File: config.mk
export PLATFORM = sky130hd
export DESIGN_NAME = purge_health_monitor
export DESIGN_NICKNAME = d
export VERILOG_FILES = /design/src/rtl/purge_health_monitor.sv
export SDC_FILE = /design/constraint.sdc
export NUM_CORES = 1
export LEC_CHECK = 0
export BUFFER_PORTS_ARGS = -buffer_cell sky130_fd_sc_hd__buf_2
export CAP_MARGIN = 20
export CORE_MARGIN = 5
export CORE_UTILIZATION = 40
export CTS_BUF_LIST = sky130_fd_sc_hd__clkbuf_4
export DETAILED_ROUTE_END_ITERATION = 6
export MAX_ROUTING_LAYER = met4
export PLACE_DENSITY = 0.61
export REMOVE_ABC_BUFFERS = 1
export SLEW_MARGIN = 0
export SYNTH_ARGS = -nofsm -noshare
export SYNTH_HDL_FRONTEND = slang
export SYNTH_SLANG_ARGS = --single-unit
File: constraint.sdc
create_clock -name clk -period 3.15 [get_ports clk]
set_clock_uncertainty 0.2 [all_clocks]
set_input_delay 0 -clock clk [delete_from_list [all_inputs] [get_ports clk]]
set_output_delay 0 -clock clk [all_outputs]
set_load 0.1 [all_outputs]
File: src/rtl/purge_health_monitor.sv
// Health monitor for the N-module self-purging adder: survivor count, health class, purge-event log.
// Optional build macro PURGE_MON_TIMESTAMP_EN adds a 16-bit free-running timestamp to each logged event.
module purge_health_monitor #(
    parameter int N         = 6,
    parameter int THR       = 4,
    parameter int LOG_DEPTH = 8
) (
    input  logic                     clk,
    input  logic                     rst_n,
    input  logic [N-1:0]             active_i,
    input  logic                     sum_i,
    input  logic                     rearm_req,
    input  logic                     event_pop,
    output logic                     rearm_j,
    output logic [$clog2(N+1)-1:0]   active_cnt,
    output logic [1:0]               health,
    output logic                     event_valid,
    output logic [$clog2(N)-1:0]     event_idx,
    output logic [15:0]              event_time,
    output logic                     overflow,
    output logic                     glitch
);

    localparam int CW = $clog2(N+1);
    localparam int IW = $clog2(N);
    localparam int AW = $clog2(LOG_DEPTH);
    localparam logic [CW-1:0] N_C   = CW'(N);
    localparam logic [CW-1:0] THR_C = CW'(THR);

    // state    | meaning
    // IDLE     | first cycle after reset release
    // ARM      | one-cycle J pulse to re-enable every module, pending mask cleared
    // SETTLE   | two cycles for the adder flops to reload; edges ignored
    // HEALTHY  | all N modules active
    // DEGRADED | THR..N-1 active, majority still guaranteed
    // FAILED   | fewer than THR active
    typedef enum logic [2:0] {IDLE, ARM, SETTLE, HEALTHY, DEGRADED, FAILED} state_t;

    state_t          state, state_next;
    logic            settle_cnt;
    logic [N-1:0]    act_q;
    logic [N-1:0]    pending, pending_next;
    logic [N-1:0]    fall, rise, push_sel;
    logic [IW-1:0]   push_idx;
    logic            push_req, monitoring;
    logic [CW-1:0]   cnt_now;
    logic [AW:0]     wr_ptr, rd_ptr;
    logic            full, empty, do_push, do_pop;
    logic [IW-1:0]   mem_idx [LOG_DEPTH];

    // sum_i is carried on the port for a future stuck-output check; nothing consumes it yet.
    logic unused_sum;
    assign unused_sum = sum_i;

    function automatic logic [CW-1:0] popcount(input logic [N-1:0] v);
        logic [CW-1:0] c;
        c = '0;
        for (int i = 0; i < N; i++) c = c + CW'(v[i]);
        return c;
    endfunction

    // Classification uses the count of act_q directly (the value active_cnt takes next edge),
    // so a full reload seen one cycle after the J pulse is classified at the end of SETTLE.
    assign cnt_now    = popcount(act_q);
    assign monitoring = (state == HEALTHY) || (state == DEGRADED) || (state == FAILED);
    assign fall       = act_q & ~active_i;
    assign rise       = ~act_q & active_i;

    always_comb begin
        state_next = state;
        case (state)
            IDLE:     state_next = ARM;
            ARM:      state_next = SETTLE;
            SETTLE: begin
                if (settle_cnt) begin
                    if (cnt_now == N_C)       state_next = HEALTHY;
                    else if (cnt_now >= THR_C) state_next = DEGRADED;
                    else                       state_next = FAILED;
                end
            end
            HEALTHY: begin
                if (rearm_req)             state_next = ARM;
                else if (cnt_now < THR_C)  state_next = FAILED;
                else if (cnt_now < N_C)    state_next = DEGRADED;
            end
            DEGRADED: begin
                if (rearm_req)             state_next = ARM;
                else if (cnt_now < THR_C)  state_next = FAILED;
            end
            FAILED: begin
                if (rearm_req)             state_next = ARM;
            end
            default:  state_next = IDLE;
        endcase
    end

    always_comb begin
        health = 2'd0;
        case (state)
            HEALTHY:  health = 2'd1;
            DEGRADED: health = 2'd2;
            FAILED:   health = 2'd3;
            default:  health = 2'd0;
        endcase
    end

    assign rearm_j = (state == ARM);

    always_comb begin
        push_idx = '0;
        for (int i = N - 1; i >= 0; i--) begin
            if (pending[i]) push_idx = IW'(i);
        end
    end

    assign push_sel = pending & (~pending + N'(1));
    assign push_req = |pending;
    assign pending_next = (state == ARM) ? '0
                        : ((pending & ~push_sel) | (monitoring ? fall : '0));

    assign empty   = (wr_ptr == rd_ptr);
    assign full    = (wr_ptr[AW] != rd_ptr[AW]) && (wr_ptr[AW-1:0] == rd_ptr[AW-1:0]);
    assign do_pop  = event_pop && !empty;
    assign do_push = push_req && (!full || do_pop);

    always_ff @(posedge clk or negedge rst_n) begin
        if (!rst_n) begin
            state      <= IDLE;
            settle_cnt <= 1'b0;
            act_q      <= '0;
            active_cnt <= '0;
            pending    <= '0;
            wr_ptr     <= '0;
            rd_ptr     <= '0;
            overflow   <= 1'b0;
            glitch     <= 1'b0;
            for (int i = 0; i < LOG_DEPTH; i++) mem_idx[i] <= '0;
        end else begin
            state      <= state_next;
            settle_cnt <= (state == SETTLE) ? ~settle_cnt : 1'b0;
            act_q      <= active_i;
            active_cnt <= cnt_now;
            pending    <= pending_next;
            if (do_push) begin
                mem_idx[wr_ptr[AW-1:0]] <= push_idx;
                wr_ptr <= wr_ptr + (AW+1)'(1);
            end
            if (do_pop) rd_ptr <= rd_ptr + (AW+1)'(1);
            if (push_req && full && !do_pop) overflow <= 1'b1;
            if (monitoring && (|rise)) glitch <= 1'b1;
        end
    end

    assign event_valid = !empty;
    assign event_idx   = mem_idx[rd_ptr[AW-1:0]];

`ifdef PURGE_MON_TIMESTAMP_EN
    logic [15:0] ts;
    logic [15:0] mem_time [LOG_DEPTH];

    always_ff @(posedge clk or negedge rst_n) begin
        if (!rst_n) begin
            ts <= '0;
            for (int i = 0; i < LOG_DEPTH; i++) mem_time[i] <= '0;
        end else begin
            ts <= ts + 16'd1;
            if (do_push) mem_time[wr_ptr[AW-1:0]] <= ts;
        end
    end

    assign event_time = mem_time[rd_ptr[AW-1:0]];
`else
    assign event_time = '0;
`endif

endmodule

==> flow_summary.toml, run 1 <==
[timing]
final.min_clock_period_ns = 3.362
timing.final.ws_setup_ns = -0.2118
fmax_mhz = 297.5
final.period_utilization_pct = 106.7
grt_setup_unrepaired = "true"
tightest_slew_ns = 1.040
maxSlewHeadroom_pct = 30.39
final.setup.tns_ns = -0.4635
timing.hold.ws_ns = 0.04023
maxSlewViolCount = 0
timing.final.hold_violations = 0
final-setup-viol-count = 3

[setup_path]
cp_max_fo = 2
rr_endpoint = "state[0]$_DFFE_PN0P_"
r2r_setup_slack_ns = -0.21
cp.arrival_ns = 3.45
r2r-start = "act_q[3]$_DFF_PN0_"
crit_slowest_cell = "fa_1"
path_cells = "fa_1, inv_2, fa_1, inv_1, ha_2, inv_2, fa_2, or3_4, a21oi_4, mux2_4"
reg2reg_depth = 10
cp_slowest_stage_delay_ns = 0.55
cp-end-kind = "flip-flop"
crit_required_ns = 3.24
worstSetupPathType = "flip-flop to flip-flop"
startpoint_type = "flip-flop"

[job]
drv_cap = 0

[logic_synthesis]
ys_seq_area_share_pct = 46.47
synth_cells = 223
yosys_warnings = 0
synth_cell_types = 45
syn_avg_cell_area_sq_um = 12.80
async_flop_share_pct = 100.0
ys_ff_latch = 53
syn_area_sq_mm = 0.002854
synth_edf_count = 0
synth_ff_type = "dfrtp_1"

[finish]
areaGrowthSynthToFinish_pct = 16.48
antenna_cells = 0
nNetsFinal = 281
drive_gt1_share_pct = 39.62
postLayoutCoreUtil_pct = 48.40

[route]
wirelength_mm = 5.214
via_count = 1757
dr.first_iter.drc_count = 60
drcViolationCount = 0
routed_via_density = 4.867
antenna_left = 0
wl_per_cell_microns = 14.44
dr.pass1.iters = 4

[status]
failed_checks = "negative setup slack"
status = "complete, but fails checks"

[die]
fp.dieW_microns = 94.47
dieArea_sq_mm = 0.008925
core_sq_mm = 0.006869
die_h_microns = 94.47
num_io_pins = 39
row_count = 30
start_util_pct = 41.55

[grt]
grt_pass1_vias = 1834
antenna_found_initial = 0
grt_pass1_wl_mm = 8.997
grt_max_degree = 39
grt_util_all_layers_pct = 13.20
gr-total-overflow = 0

[pwr]
p_sw_uw = 1763
seqPwrFrac_pct = 31.7
p_leak_uw = 0.001487
comb_power_share_pct = 54.9
powerDensity_mw_per_mm2 = 1080
internal_power_uw = 1827
p_sw_share_pct = 49.10
p_clk_share_pct = 13.4
peakVddDrop_mv = 0.6190

[place]
dp_hpwl_mm = 3.732
pre_cts_ws_ns = -0.2645
port_buffers = 21
gp_congestion = 0.8721

[clock_tree]
clk_latency_ns = 0.38
cts.sinks = 53
htreeDepth = 2
cts_root_buf = "clkbuf_4"
cts_tree = "built"
clk_pin_slew_ns = 0.16
cts_buffer_depth = 2
cts_made_buffers = 5

[hold_path]
hp-class = "input port to asynchronous set/reset pin"
==> worst max path at each step <==
stage	from	end	slack [ns]	cells past startpoint
after CTS	act_q[0]$_DFF_PN0_	state[0]$_DFFE_PN0P_	-0.22	10
after floorplan	state[0]$_DFFE_PN0P_	pending[0]$_DFF_PN0_	-0.42	2
after global routing	act_q[3]$_DFF_PN0_	state[0]$_DFFE_PN0P_	-0.33	12
after global placement	act_q[0]$_DFF_PN0_	state[0]$_DFFE_PN0P_	-0.18	10
final	act_q[3]$_DFF_PN0_	state[0]$_DFFE_PN0P_	-0.21	10
after detailed placement	act_q[0]$_DFF_PN0_	state[0]$_DFFE_PN0P_	-0.26	10
==> per-layer routing <==
| metal | GRT usage [%] | vias up | wire length, microns |
|---|---|---|---|
| li1 | - | 846 | - |
| met4 | 3.966 | 0 | 53 |
| met3 | 2.629 | 7 | 176 |
| met1 | 16.89 | 877 | 2374 |
| met5 | - | - | 0 |
| met2 | 21.28 | 27 | 2610 |
==> layout by cell type (no fill, tap or decap), drive strengths merged, types with 2 or more instances in the layout <==
master,netlist,layout
dfrtp,53,53
buf,20,34
nand2,7,7
nor3b,2,2
a2111oi,6,6
o21ai,4,4
nor3,3,3
a32oi,2,2
nand3b,2,2
conb,1,16
ha,3,3
xor2,7,7
or3,3,3
nand2b,4,4
a211oi,3,3
a21oi,9,9
fa,3,3
o21bai,2,2
o22ai,2,2
nand3,2,2
inv,18,19
dlygate4sd3,0,9
mux2,32,32
clkbuf,4,5
nor2,7,7
o31ai,4,4
bufinv,0,2
xnor2,3,3
mux4,6,6
==> Yosys cell counts (6+ instances only) <==
master    n  area share [%]
inv_1    18             2.4
mux4_2    6             4.7
xor2_1    7             2.1
nand2_1   7            0.92
dfrtp_1  53              46
mux2_2   32              13
nor2_1    7            0.92
a21oi_1   8             1.4
buf_4    18             4.7
==> critical path, delay by kind of cell (launching register included) <==
| family | cells | cell delay, ns |
|---|---|---|
| flip-flops | 1 | 0.43 |
| AND/OR/NAND/NOR | 1 | 0.36 |
| AO/OA/AOI/OAI | 1 | 0.18 |
| adder cells (fa/ha/maj) | 4 | 1.65 |
| buffers and inverters | 3 | 0.15 |
| multiplexers | 1 | 0.31 |
==> metrics by stage <==
step                      std cells  instance area, sq um  total power, uW
after global placement          344                  3040             3026
after CTS                       361                  3264             3561
after floorplan                 214                  2718             2632
after detailed placement        344                  3040             3042
final                           361                  3324             3589
after global routing            361                  3324             3813
==> flip-flops by register name, summed over array words and instances (netlist names) <==
register / count
rd_ptr: 4
act_q: 6
active_cnt: 3
overflow: 1
state: 3
mem_idx: 24
pending: 6
wr_ptr: 4
settle_cnt: 1
glitch: 1
==> final cells by class <==
type,instances,area (sq um)
clock buffers,5,37.54
fillers,628,3545
well taps,96,120.1
repair buffers,43,300.3
inverters,18,67.56
clock inverters,3,68.82
flip-flops and latches,53,1326
multi-input cells,143,1404
==> logic make-up (layout without fill, tap and decap cells) <==
logic type | count (synthesis) | count (layout) | share of synthesized area, %
fa+ha+maj | 6 | 6 | 3.420
simple gates | 35 | 35 | 6.971
compound gates | 38 | 38 | 13.46
flops | 53 | 53 | 46.47
buf+inv | 42 | 69 | 9.119
xor+xnor | 10 | 10 | 3.069
other cells | 1 | 16 | 0.1314
mux | 38 | 38 | 17.36
==> power groups by stage <==
stage / sequential, uW / combinational [uW] / clock (uW)
after floorplan: 1230 / 1410 / 0
after global placement: 1140 / 1880 / 0
after detailed placement: 1140 / 1900 / 0
after CTS: 1130 / 1940 / 492
after global routing: 1180 / 2120 / 515
final: 1140 / 1970 / 480
==> timing repair <==
item,4_1_cts,5_1_grt
hold buffers,9,0
endpoints found under the setup margin,3,3
pin swaps,1,10
endpoints found under the hold margin,58,0
setup buffers,0,1
resized for setup,6,15
Note: power is estimated with default switching activity, not from simulation.
==> run 2, diff against run 1 <==
--- a/config.mk
+++ b/config.mk
@@ -12,7 +12,7 @@
 export CTS_BUF_LIST = sky130_fd_sc_hd__clkbuf_4
 export DETAILED_ROUTE_END_ITERATION = 6
 export MAX_ROUTING_LAYER = met4
-export PLACE_DENSITY = 0.61
+export PLACE_DENSITY = 0.59
 export REMOVE_ABC_BUFFERS = 1
 export SLEW_MARGIN = 0
 export SYNTH_ARGS = -nofsm -noshare
==> constraint.sdc (replaced) <==
create_clock -name clk -period 4.01 [get_ports clk]
set_clock_uncertainty 0.2 [all_clocks]
set_input_delay 0 -clock clk [delete_from_list [all_inputs] [get_ports clk]]
set_output_delay 0 -clock clk [all_outputs]
set_load 0.1 [all_outputs]
==> run 2 against run 1 <==
  * The flow now finishes without violations
  * Non-clock buffer count shrank 8
  * Core utilization fell by 2.6 points
  * Combinational power decreased by 27%
  * Clock power shrank 38%
  * Setup slack improved by 0.75 ns
  * Maximum frequency fell by 3.0%
  * Global-route usage shrank 0.62 points
  * Via count down 2.1%
  * Critical path depth unchanged
  * Sequential share of layout area grew 2.2 points
  * Flip-flop and latch count unchanged
  * Die area did not move
==> flow_summary.toml, run 2 (synthesis gave the netlist of run 1 again) <==
[status]
status = "complete, no violations"

[setup_path]
crit_slowest_cell = "fa_1"
crit_required_ns = 4.07
startpoint_type = "flip-flop"
critical_path.n_buffers_inverters = 3
cp-startpoint = "act_q[0]$_DFF_PN0_"
cp.arrival_ns = 3.53
path_cells = "fa_1, inv_1, fa_1, inv_1, ha_1, inv_1, fa_1, or3_1, a21oi_1, mux2_2"
worstSetupPathType = "flip-flop to flip-flop"
cp_slowest_stage_delay_ns = 0.54
r2r-start = "act_q[0]$_DFF_PN0_"
path_delay_family = "adder cells"
cp-end-kind = "flip-flop"
cp_max_fo = 4

[clock_tree]
cts_root_buf = "clkbuf_4"
clk_latency_ns = 0.36
cts_made_buffers = 5
cts_tree = "built"
cts_resized = 0
cts.sinks = 53
htreeDepth = 2
cts_buffer_depth = 2
clk_pin_slew_ns = 0.14

[finish]
final_cell_mix = "dfrtp_1, mux2_2, buf_2, inv_1, conb_1"
largest_register = "mem_idx"
fill_cells = 645
drive_gt1_share_pct = 32.68
layout_commonest_cell = "dfrtp_1"
antenna_cells = 0
largest_register_ff_count = 24
largest_registers = "mem_idx (24), act_q (6), pending (6)"
areaGrowthSynthToFinish_pct = 10.35
nNetsFinal = 273

[die]
row_count = 30
start_util_pct = 41.55
num_io_pins = 39
fp.dieW_microns = 94.47
core_sq_mm = 0.006869
die_h_microns = 94.47
dieArea_sq_mm = 0.008925

[grt]
grt_max_degree = 54
grt_pass1_wl_mm = 8.576
antenna_found_initial = 0
gr-total-overflow = 0
grt_pass1_vias = 1798
grt_util_all_layers_pct = 12.58

[route]
routed_via_density = 4.873
drcViolationCount = 0
wl_per_cell_microns = 13.81
dr.first_iter.drc_count = 52
dr.pass1.iters = 4
wirelength_mm = 4.875
via_count = 1720
antenna_left = 0

[timing]
final.setup.tns_ns = 0
final-setup-viol-count = 0
final.min_clock_period_ns = 3.467
maxSlewViolCount = 0
final.period_utilization_pct = 86.46
timing.final.hold_violations = 0
tightest_slew_ns = 1.018
timing.hold.ws_ns = 0.08066
maxSlewHeadroom_pct = 31.78
grt_setup_unrepaired = "false"
fmax_mhz = 288.4

[place]
gp_congestion = 0.8181
dp_hpwl_mm = 3.444
port_buffers = 21

[job]
drv_cap = 0

[pwr]
peakVddDrop_mv = 0.4209
power.total_uw = 2642
powerDensity_mw_per_mm2 = 838.8
p_leak_uw = 0.001420

[hold_path]
hp-class = "input port to asynchronous set/reset pin"
-- run 2: cell count changes in the layout (fill, tap and decap cells not counted), moves of 2 or more --
cell     previous run  this run
o31ai_1             2         4
o21ai_1             2         0
buf_6               2         0
inv_1              16        18
inv_2               2         0
buf_4              11         5
o31ai_4             2         0
o21ai_0             2         4
-- run 2: final timing paths --
kind | to | slack, ns | cells after the start
setup / recovery | state[0]$_DFFE_PN0P_ | 0.54 | 10
hold / removal | wr_ptr[0]$_DFFE_PN0P_ | 0.08 | 3
setup reg to reg | state[0]$_DFFE_PN0P_ | 0.54 | 10
hold reg to reg | glitch$_DFFE_PN0P_ | 0.28 | 1
max in group asynchronous | mem_idx[1]$_DFFE_PN0P_ | 3.09 | 3
min in group clk | act_q[2]$_DFF_PN0_ | 0.08 | 2
-- run 2: what timing repair did --
action                                 4_1_cts  5_1_grt
endpoints found under the hold margin       74        0
hold buffers                                 9        0
setup buffers                                0        0
-- run 2: final cells by class --
cell class                 count  area, sq um  area share [%]
sequential                    53         1326           42.11
multi-input combinational    143         1324           42.03
timing repair buffer          35        232.7           7.390
tap                           96        120.1           3.814
inverter                      18        67.56           2.145
clock buffer                   6        45.04           1.430
clock inverter                 2        33.78           1.073
-- run 2: worst register-to-register path: stages (launching register included) --
cell and delay [ns]:
dfrtp_1 0.43, fa_1 0.54, inv_1 0.05, fa_1 0.47, inv_1 0.04, ha_1 0.17, inv_1 0.06, fa_1 0.46
or3_1 0.37, a21oi_1 0.22, mux2_2 0.36
-- run 2: stage by stage --
stage               instance area, sq um  util, %  std cells  worst slack (ns)
global route                        3149    45.85        353            0.4068
floorplan                           2718        -        214            0.4407
CTS                                 3149    45.85        353            0.5257
global placement                    2980    43.39        336            0.5376
finish                              3149    45.85        353            0.5431
detailed placement                  2980    43.39        336            0.5618
-- run 2: routing by layer --
| layer | vias to the layer above | GRT usage (%) | wire length (microns) |
|---|---|---|---|
| li1 | 831 | - | - |
| met1 | 847 | 16.06 | 2250 |
| met2 | 39 | 20.80 | 2385 |
| met3 | 3 | 2.709 | 226 |
| met4 | 0 | 2.524 | 12 |
| met5 | - | - | 0 |
-- run 2: power breakdown --
group / switching [uW] / leakage [uW] / internal [uW] / total (uW)
registers: 201 / 0.000676 / 704 / 906
logic: 955 / 0.000700 / 485 / 1440
clock network: 159 / 0.0000433 / 137 / 296
==> run 3, diff against run 2 <==
--- a/config.mk
+++ b/config.mk
@@ -7,12 +7,14 @@
 export LEC_CHECK = 0
 export BUFFER_PORTS_ARGS = -buffer_cell sky130_fd_sc_hd__buf_2
 export CAP_MARGIN = 20
+export CELL_PAD_IN_SITES_DETAIL_PLACEMENT = 0
+export CELL_PAD_IN_SITES_GLOBAL_PLACEMENT = 1
 export CORE_MARGIN = 5
 export CORE_UTILIZATION = 40
 export CTS_BUF_LIST = sky130_fd_sc_hd__clkbuf_4
 export DETAILED_ROUTE_END_ITERATION = 6
 export MAX_ROUTING_LAYER = met4
-export PLACE_DENSITY = 0.59
+export PLACE_DENSITY = 0.7
 export REMOVE_ABC_BUFFERS = 1
 export SLEW_MARGIN = 0
 export SYNTH_ARGS = -nofsm -noshare
==> run 3 against run 2 <==
  * Sequential share of layout area grew 0.41 points
  * Global-route usage increased by 0.36 points
  * Non-clock buffer count is the same
  * Total power down 2.3%
  * Setup slack lost 0.041 ns
  * Via count fell by 0.12%
  * Sequential power rose by 0.6%
  * First-iteration DRC count fell by 1.9%
  * Cell count shrank 0.28%
  * Critical path depth is the same
  * Routed wire length is 4.8% higher
  * Critical path type unchanged
  * Critical endpoint unchanged
  * Largest cell class unchanged
  * Largest power group unchanged
  * Highest routed layer unchanged
==> flow_summary.toml, run 3 (synthesis gave the netlist of run 1 again) <==
[status]
status = "complete, no violations"

[timing]
maxSlewHeadroom_pct = 39.11
final.period_utilization_pct = 87.47
final.setup.tns_ns = 0
timing.final.hold_violations = 0
tightest_slew_ns = 0.9084
final.min_clock_period_ns = 3.508
grt_setup_unrepaired = "false"
maxSlewViolCount = 0
fmax_mhz = 285.1
final-setup-viol-count = 0

[setup_path]
cp_max_fo = 4
worstSetupPathType = "flip-flop to flip-flop"
cp-end-kind = "flip-flop"
cp.arrival_ns = 3.56
startpoint_type = "flip-flop"
crit_required_ns = 4.07
r2r_setup_slack_ns = 0.50

[clock_tree]
htreeDepth = 2
clk_latency_ns = 0.35
cts_resized = 0
clk_pin_slew_ns = 0.14
cts_root_buf = "clkbuf_4"
cts.sinks = 53
cts_setup_buffers = 0
cts_made_buffers = 5
cts_buffer_depth = 2
cts_tree = "built"

[route]
dr.pass1.iters = 4
via_count = 1718
dr.first_iter.drc_count = 51
drcViolationCount = 0
wl_per_cell_microns = 14.51
antenna_left = 0
wirelength_mm = 5.108
routed_via_density = 4.881

[place]
port_buffers = 21
gp_congestion = 0.7916
dp_hpwl_mm = 3.635
placed_cells = 336

[grt]
met2_usage_pct = 20.09
antenna_found_initial = 0
gr-total-overflow = 0
grt_util_all_layers_pct = 12.94
grtUsageMet1_pct = 17.62
grt_use_met3_pct = 2.629
grt_max_degree = 54
grt_pass1_vias = 1696
busiest_layer = "met2"
grt_pass1_wl_mm = 8.721

[pwr]
powerDensity_mw_per_mm2 = 827.8
peakVddDrop_mv = 0.4618
p_leak_uw = 0.001406

[finish]
fill_cells = 661
fin_cells = 352
largest_registers = "mem_idx (24), act_q (6), pending (6)"
final_cell_mix = "dfrtp_1, mux2_2, buf_2, inv_1, conb_1"
layout_commonest_cell = "dfrtp_1"
areaGrowthSynthToFinish_pct = 9.294
drive_gt1_share_pct = 32.42
largest_register_ff_count = 24
nNetsFinal = 273
largest_register = "mem_idx"
antenna_cells = 0

[job]
drv_cap = 0

[die]
row_count = 30
die_h_microns = 94.47
start_util_pct = 41.55
core_sq_mm = 0.006869
dieArea_sq_mm = 0.008925
num_io_pins = 39
fp.dieW_microns = 94.47

[hold_path]
hp-class = "input port to asynchronous set/reset pin"
-- run 3: cell count changes in the layout (fill, tap and decap cells not counted) --
cell	change
bufinv_16	-1
-- run 3: area by class of cell --
class	instances	area, sq um	share of cell area, %
Sequential cell	53	1326	42.52
Clock buffer	6	45.04	1.444
Tap cell	96	120.1	3.851
Timing Repair Buffer	35	232.7	7.461
Inverter	18	67.56	2.166
Multi-Input combinational cell	143	1324	42.44
Clock inverter	1	3.754	0.1203
-- run 3: worst paths after layout --
kind                                         to               start  cells after the start
setup / recovery           state[0]$_DFFE_PN0P_  act_q[0]$_DFF_PN0_                     10
max in group asynchronous  pending[2]$_DFF_PN0_               rst_n                      3
min in group clk             act_q[1]$_DFF_PN0_         active_i[1]                      2
hold / removal             overflow$_DFFE_PN0P_               rst_n                      3
hold reg to reg              glitch$_DFFE_PN0P_  glitch$_DFFE_PN0P_                      1
setup reg to reg           state[0]$_DFFE_PN0P_  act_q[0]$_DFF_PN0_                     10
-- run 3: routing by layer --
| layer | part of all wire, % | routed length [microns] |
|---|---|---|
| met2 | 49 | 2480 |
| met5 | 0 | 0 |
| met1 | 47 | 2406 |
| met4 | 0.74 | 38 |
| met3 | 3.6 | 182 |
-- run 3: per-stage QoR --
stage	hold slack, ns	utilization (%)	setup slack, ns	instance area (sq um)	power [uW]
after floorplan	-0.4956	-	0.4407	2718	2068
after global placement	-0.07775	43.39	0.5271	2980	2358
after detailed placement	-0.07625	43.39	0.5078	2980	2376
after CTS	0.06972	45.41	0.4837	3119	2614
after global routing	0.06627	45.41	0.3965	3119	2750
final	0.07647	45.41	0.5025	3119	2582
-- run 3: what timing repair did --
item,CTS,global route
endpoints found under the setup margin,0,0
endpoints found under the hold margin,74,0
hold buffers,9,0
-- run 3: worst max-delay path: stages (launching register included) --
cell,delay [ns]
dfrtp_1,0.43
fa_1,0.55
inv_1,0.05
fa_1,0.48
inv_1,0.04
ha_1,0.16
inv_1,0.06
fa_1,0.46
or3_1,0.36
a21oi_1,0.26
mux2_2,0.37
-- run 3: where the power goes --
part	switching [uW]	total [uW]	internal (uW)
registers	206	911	705
logic	965	1440	480
clock network	155	227	71.0
total	1330	2580	1260
